==> src/rtl/fetch_unit.sv <==
// Instruction fetch front end: owns the PC, issues word fetches under a credit limit,
// and buffers in-order responses tagged with their PC for the decoder.
// Handshakes: a transfer happens on a rising edge where valid & ready are both high; a
// producer holds valid and its payload stable until then, except that i_redirect may withdraw them.
module fetch_unit #(
  parameter logic [31:0] RESET_PC   = 32'h0000_0000,
  parameter int          FIFO_DEPTH = 2
) (
  input  logic        i_clk,
  input  logic        i_rst,
  output logic        o_imem_req_valid,
  input  logic        i_imem_req_ready,
  output logic [31:0] o_imem_req_addr,
  input  logic        i_imem_rsp_valid,
  input  logic [31:0] i_imem_rsp_data,
  input  logic        i_redirect,
  input  logic [31:0] i_redirect_pc,
  output logic        o_inst_valid,
  input  logic        i_inst_ready,
  output logic [31:0] o_inst,
  output logic [31:0] o_inst_pc,
  output logic        o_dbg_state
);

  localparam int AW = $clog2(FIFO_DEPTH);
  localparam int CW = AW + 1;
  localparam logic [CW:0] DEPTH_W = (CW+1)'(FIFO_DEPTH);

  typedef enum logic {RUN = 1'b0, FLUSH = 1'b1} state_t;

  state_t        state, state_nxt;
  logic          armed;
  logic [31:0]   pc;
  logic [CW-1:0] outstanding, outstanding_nxt;
  logic [CW-1:0] discard, discard_nxt;
  logic [CW-1:0] fifo_count;
  logic [AW-1:0] wr_ptr, rd_ptr;
  logic [31:0]   buf_inst [FIFO_DEPTH];
  logic [31:0]   buf_pc   [FIFO_DEPTH];
  logic [CW:0]   credit_used;
  logic          req_fire, push, pop;
  logic [31:0]   rsp_pc;

  assign credit_used     = {1'b0, outstanding} + {1'b0, fifo_count};
  // The oldest in-flight request is 'outstanding' words behind the next fetch PC.
  assign rsp_pc          = pc - (32'(outstanding) << 2);
  assign o_imem_req_addr = pc;
  assign o_inst          = buf_inst[rd_ptr];
  assign o_inst_pc       = buf_pc[rd_ptr];
  assign o_dbg_state     = state;

  always_comb begin
    o_imem_req_valid = armed && (state == RUN) && !i_redirect && (credit_used < DEPTH_W);
    req_fire         = o_imem_req_valid && i_imem_req_ready;
    o_inst_valid     = (fifo_count != '0) && !i_redirect;
    pop              = o_inst_valid && i_inst_ready;
    push             = i_imem_rsp_valid && (state == RUN) && !i_redirect;
    outstanding_nxt  = outstanding + CW'(req_fire) - CW'(i_imem_rsp_valid);
    discard_nxt      = discard;
    state_nxt        = state;
    if (i_redirect) begin
      // Everything still in flight after this edge belongs to the abandoned path.
      discard_nxt = outstanding_nxt;
      state_nxt   = (outstanding_nxt != '0) ? FLUSH : RUN;
    end else if ((state == FLUSH) && i_imem_rsp_valid) begin
      discard_nxt = discard - 1'b1;
      if (discard == CW'(1)) state_nxt = RUN;
    end
  end

  always_ff @(posedge i_clk or posedge i_rst) begin
    if (i_rst) state <= RUN;
    else       state <= state_nxt;
  end

  always_ff @(posedge i_clk or posedge i_rst) begin
    if (i_rst) begin
      armed       <= 1'b0;
      pc          <= RESET_PC;
      outstanding <= '0;
      discard     <= '0;
      fifo_count  <= '0;
      wr_ptr      <= '0;
      rd_ptr      <= '0;
      for (int i = 0; i < FIFO_DEPTH; i++) begin
        buf_inst[i] <= '0;
        buf_pc[i]   <= '0;
      end
    end else begin
      armed       <= 1'b1;
      outstanding <= outstanding_nxt;
      discard     <= discard_nxt;
      if (i_redirect)    pc <= i_redirect_pc & 32'hFFFF_FFFC;
      else if (req_fire) pc <= pc + 32'd4;
      if (i_redirect) begin
        fifo_count <= '0;
        wr_ptr     <= '0;
        rd_ptr     <= '0;
      end else begin
        // Credit accounting guarantees a free slot for every push.
        if (push) begin
          buf_inst[wr_ptr] <= i_imem_rsp_data;
          buf_pc[wr_ptr]   <= rsp_pc;
          wr_ptr           <= wr_ptr + 1'b1;
        end
        if (pop) rd_ptr <= rd_ptr + 1'b1;
        fifo_count <= fifo_count + CW'(push) - CW'(pop);
      end
    end
  end

`ifdef FORMAL
  always_ff @(posedge i_clk) begin
    if (!i_rst) begin
      assert (!(i_imem_rsp_valid && (outstanding == '0)));
      assert (credit_used <= DEPTH_W);
      assert (discard <= outstanding);
      assert (o_imem_req_addr[1:0] == 2'b00);
    end
  end
`endif

endmodule
==> config.mk <==
export PLATFORM = sky130hd
export DESIGN_NAME = fetch_unit
export DESIGN_NICKNAME = d
export VERILOG_FILES = /design/src/rtl/fetch_unit.sv
export SDC_FILE = /design/constraint.sdc
export NUM_CORES = 1
export LEC_CHECK = 0
export BUFFER_PORTS_ARGS = -buffer_cell sky130_fd_sc_hd__buf_2
export CORE_UTILIZATION = 55
export DETAILED_ROUTE_END_ITERATION = 6
export PLACE_DENSITY = 0.82
export RECOVER_POWER = 100
export SETUP_SLACK_MARGIN = 0.3
export SYNTH_ARGS = -nofsm -noshare
export SYNTH_HDL_FRONTEND = slang
export SYNTH_SLANG_ARGS = --single-unit
==> constraint.sdc <==
create_clock -name i_clk -period 11.8 [get_ports i_clk]
set_clock_uncertainty 0.15 [all_clocks]
set_input_delay 0 -clock i_clk [delete_from_list [all_inputs] [get_ports i_clk]]
set_output_delay 0 -clock i_clk [all_outputs]
set_load 0.05 [all_outputs]
Word-level counts from Yosys, hierarchy flattened --
Index checks and enable logic that the tools add are counted.
Word-level totals: bits in registers 170, bits in latches 0, bits in writable memories 0, memory bits (read-only) 0, bits of input ports 70, output and inout bits 99, word-level logic and storage cells 74, memories kept 0
Cells by class: $add $sub $neg 10, multiply operators 0, div/mod/pow operators 0, magnitude comparators 4, eq/ne operators 1, shift operators 0, multiplexer cells 23, bitwise gates (word level) 4, reductions and logical operators 20
Operators with widths (count):
- $mux W32 | 9
- $bwmux W64 | 2
- $add A32 B3 Y32 const B | 1
- $demux W32 S1 | 1
- $sub A32 B4 Y32 | 1
- $reduce_bool A2 Y1 | 7
- $logic_and A1 B1 Y1 | 10
- $mux W1 | 8
- $mux W2 | 3
- $add A2 B1 Y2 | 2
- $ge A2 B2 Y1 const B | 2
- $not A1 Y2 | 2
- $reduce_and A2 Y1 | 2
- $sub A2 B1 Y2 | 2
- $add A2 B2 Y3 | 1
- $lt A3 B2 Y1 const B | 1
- $add A1 B1 Y1 const B | 2
- $eq A2 B1 Y1 const B | 1
- $lt A2 B1 Y1 const B | 1
- $not A1 Y1 | 2
- $sub A2 B1 Y2 const B | 1
- $logic_not A1 Y1 | 1

Longest topological paths before layout --
word-level depth 10, depth in mapped cells 14, mapped depth without buffers 12

Least setup slack after synthesis --
OpenSTA, ideal clock, no wires.
kind register to register, start point register outstanding[0], end point register state, in the netlist o_dbg_state, setup time 0.078 ns, arrival time 2.847 ns, setup slack 8.725 ns, stages on the path, launching flop included 15, period minus slack after synthesis 3.075 ns, cells stage by stage dfrtp_1 and2_1 fa_1 nor2_1 and4_1 clkbuf_1 inv_1 clkbuf_1 ha_1 inv_1 ha_1 xnor2_1 xnor2_1 nor2_1 a21oi_1
On the way: longest elaborated chain between the ends 9
RTL lines:
- start, declared | RTL line 34 | logic [CW-1:0] outstanding, outstanding_nxt;
- start signal, assigned | RTL line 91 | outstanding <= outstanding_nxt;
- $add A2 B2 Y3 | RTL line 44 | assign credit_used = {1'b0, outstanding} + {1'b0, fifo_count};
- $lt A3 B2 Y1 | RTL line 53 | o_imem_req_valid = armed && (state == RUN) && !i_redirect && (credit_used < DEPTH_W);
- $logic_and A1 B1 Y1 | RTL line 53
- $logic_and A1 B1 Y1 | RTL line 54 | req_fire = o_imem_req_valid && i_imem_req_ready;
- $add A2 B1 Y2 * | RTL line 58 | outstanding_nxt = outstanding + CW'(req_fire) - CW'(i_imem_rsp_valid);
- $sub A2 B1 Y2 * | RTL line 58
- named net outstanding_nxt[1] | RTL line 34
- $reduce_bool A2 Y1 * | RTL line 64 | state_nxt = (outstanding_nxt != '0) ? FLUSH : RUN;
- $mux W1 * | RTL line 64
- $mux W1 * | RTL line 61 | if (i_redirect) begin
- end signal, assigned | RTL line 73 | else state <= state_nxt;
- end, declared | RTL line 31 | state_t state, state_nxt;
The timed path passes the listed nets; every way through them passes the cells marked *. A chain may end at the register's enable or synchronous reset.

==> reports/qor.yml <==
synth:
  synth_top_family_by_area: "simple AND/OR/NAND/NOR gates"
  synth-adder-area-share_pct: 1.69
  synth_area_um2: 8300
  ys.flop_type: "dfrtp_1"
  yosys.area.top_type: "dfrtp_1"
  synth-compound-area-share_pct: 8.69
  synth_simple_gate_area_share_pct: 23.3
  ys_seq_area_share_pct: 49.5
  synth_warnings: 0
  synth_cell_types: 53
  synth-async-reset-ratio_pct: 100
  syn_inst: 919
  synth_top_area_share_pct: 49.5
  avgSynthCellArea_um2: 9.03
  netlist_top_cells_area: "dfrtp_1, nand2_1, mux2_2"
  ys_ff_latch: 164
  synthMuxAreaShare_pct: 8.78
  synthXorXnorAreaFrac_pct: 3.70
  synth_edf_count: 0
global_routing:
  grt_max_degree: 92
  grt.overflow.total: 0
  grt_util_all_layers_pct: 28.6
  grt_pass1_wl_um: 35400
  antenna_found_initial: 0
  first_global_vias: 7215
hold_path:
  holdCritPathClass: "primary input to register"
clocking:
  clkLatencyLatePin_ns: 0.43
  clockBufferDepth: 2
  cts_buffers: 17
  cts_resized: 0
  cts_tree: "yes"
  clk_pin_slew_ns: 0.06
  cts.sinks: 164
  htreeDepth: 4
  root_buffer: "clkbuf_16"
  postCtsSetupRepairBufs: 0
floorplanning:
  core-area_um2: 14600
  io_pins: 169
  start_util_pct: 56.6
  fp.dieW_um: 125
  rows: 44
  die_h_um: 125
  dieArea_um2: 15600
critical_path:
  cp-end-kind: "async pin"
  crit_type: "primary input to async pin"
  critPathMaxStageDelay_ns: 3.01
  crit_buf_inv: 4
  cp-start-kind: "primary input"
  cp_max_fo: 87
  path_delay_family: "buffers and inverters"
  crit_path_cell_trace: "dlygate4sd3_1, buf_2, clkinvlp_2, clkbuf_1"
  critPathRequiredTime_ns: 11.23
  slowest_stage: "clkbuf_1"
  cp.arrival_ns: 5.86
power_and_ir_drop:
  vdd_drop_max_uv: 140
  pwr_density_cell_nw_per_um2: 246
  leakage_nw: 4.72
sta:
  drv_slew: 386
  setup_slack_ns: 5.37
  slew_headroom_pct: -172
  setup_violations: 0
  setup_tns_ns: 0
  tightest_slew_ns: 4.08
  fin_crit_ns: 6.43
  finalCritPeriodShare_pct: 54.5
  whs_ns: 0.0219
  rsz0062_at_grt: "false"
  finalHoldViolations: 0
  clock.fmax_mhz: 156
job:
  cap_violations: 5
run_status:
  violations: "DRC, capacitance limit, slew limit"
  status: "finished with violations"
detailed_routing:
  drt_iter0_drc: 561
  viasPerCell: 5.67
  routedWlPerCell_um: 16.5
  wirelength_um: 21400
  vias: 7354
  ant_nets: 0
  drc: 20
  first_pass_iters: 7
cells_and_area:
  most-common-layout-cells: "nand2_1, dfrtp_1, clkbuf_1, o21ai_0, buf_2"
  area_delta_synth_final_pct: 22.4
  final-seq-area_um2: 4100
  multi_input_area_um2: 3840
  num_antenna_cells: 0
  drive_gt1_share_pct: 15.2
  fin_nets: 1183
  fillers: 1182
  final_common_cell: "nand2_1"
place:
  io_buffers: 162
  hpwl_um: 12900
  place_ws_ns: 7.91
  routabilityCongestion: 0.856
-- power breakdown --
group | internal [W] | leakage (nW) | switching (W)
sequential | 0.000766 | 2.09 | 0.000139
clock | 0.000299 | 0.266 | 0.000220
combinational | 0.000291 | 2.36 | 0.000779
-- registers in the layout (all words and copies together), names as in the netlist --
signal,flops
buf_pc,60
armed,1
rd_ptr,1
fifo_count,2
wr_ptr,1
discard,2
o_imem_req_addr,30
outstanding,2
buf_inst,64
o_dbg_state,1
-- timing repair --
action,4_1_cts,5_1_grt
endpoints found under the setup margin,0,0
endpoints found under the hold margin,186,0
hold buffers,65,0
-- layout make-up --
class	instances	area share [%]
multi-input combinational	673	37.9
clock buffer	22	4.57
inverter	14	0.530
tap	184	2.27
sequential	164	40.4
timing repair buffer	233	13.6
clock inverter	8	0.777
-- metal layers --
metal  GRT usage (%)  routed length, um  vias up
li1                -                  -     3477
met1            36.9               9100     3536
met2            48.2              10400      294
met3            4.30               1300       47
met4            12.0                571        0
met5               0                  0        -
-- worst paths after layout --
| path | startpoint | to | slack, ns | cells after the start |
|---|---|---|---|---|
| hold reg to reg | buf_inst[43]$_DFFE_PP0P_ | buf_inst[43]$_DFFE_PP0P_ | 0.32 | 2 |
| setup / recovery | i_rst | buf_pc[8]$_DFFE_PP0P_ | 5.37 | 4 |
| max in group i_clk | o_dbg_state$_DFFE_PP0P_ | buf_pc[57]$_DFFE_PP0P_ | 7.39 | 5 |
| setup reg to reg | o_dbg_state$_DFFE_PP0P_ | buf_pc[57]$_DFFE_PP0P_ | 7.39 | 5 |
| min in group asynchronous | i_rst | buf_pc[52]$_DFFE_PP0P_ | 1.08 | 3 |
| hold / removal | i_redirect | wr_ptr$_DFFE_PP0P_ | 0.02 | 2 |
-- through the flow --
stage / instances / power (W) / utilization [%] / cell area (um^2)
global route: 1298 / 0.00262 / 69.3 / 10200
global placement: 1203 / 0.00195 / 62.1 / 9100
floorplan: 922 / 0.00174 / - / 8310
finish: 1298 / 0.00249 / 69.3 / 10200
CTS: 1298 / 0.00252 / 70.3 / 10300
detailed placement: 1203 / 0.00198 / 62.1 / 9100
-- logic make-up (layout without fill, tap and decap cells) --
family / count (synthesis) / count (layout)
AOI/OAI and AO/OA: 118 / 118
xor gates and xnor gates: 35 / 35
adders and majority gates: 10 / 10
other: 2 / 5
DFF: 164 / 164
buffers and inverters: 85 / 277
and+or+nand+nor: 440 / 440
muxes: 65 / 65
-- cells in the mapped netlist (5+ instances only) --
| library cell | number |
|---|---|
| xnor2_1 | 19 |
| xor2_1 | 16 |
| o311ai_0 | 6 |
| mux2_2 | 62 |
| clkbuf_1 | 57 |
| nand4_1 | 13 |
| nor3_1 | 12 |
| o21ai_0 | 71 |
| ha_1 | 8 |
| and3_1 | 7 |
| nand2_1 | 301 |
| or4_1 | 7 |
| o211ai_1 | 17 |
| nor4_1 | 10 |
| dfrtp_1 | 164 |
| nor2_1 | 37 |
| inv_1 | 14 |
| nand3_1 | 27 |
| a31oi_1 | 5 |
| buf_2 | 6 |
Note: power is estimated with default switching activity, not from simulation.
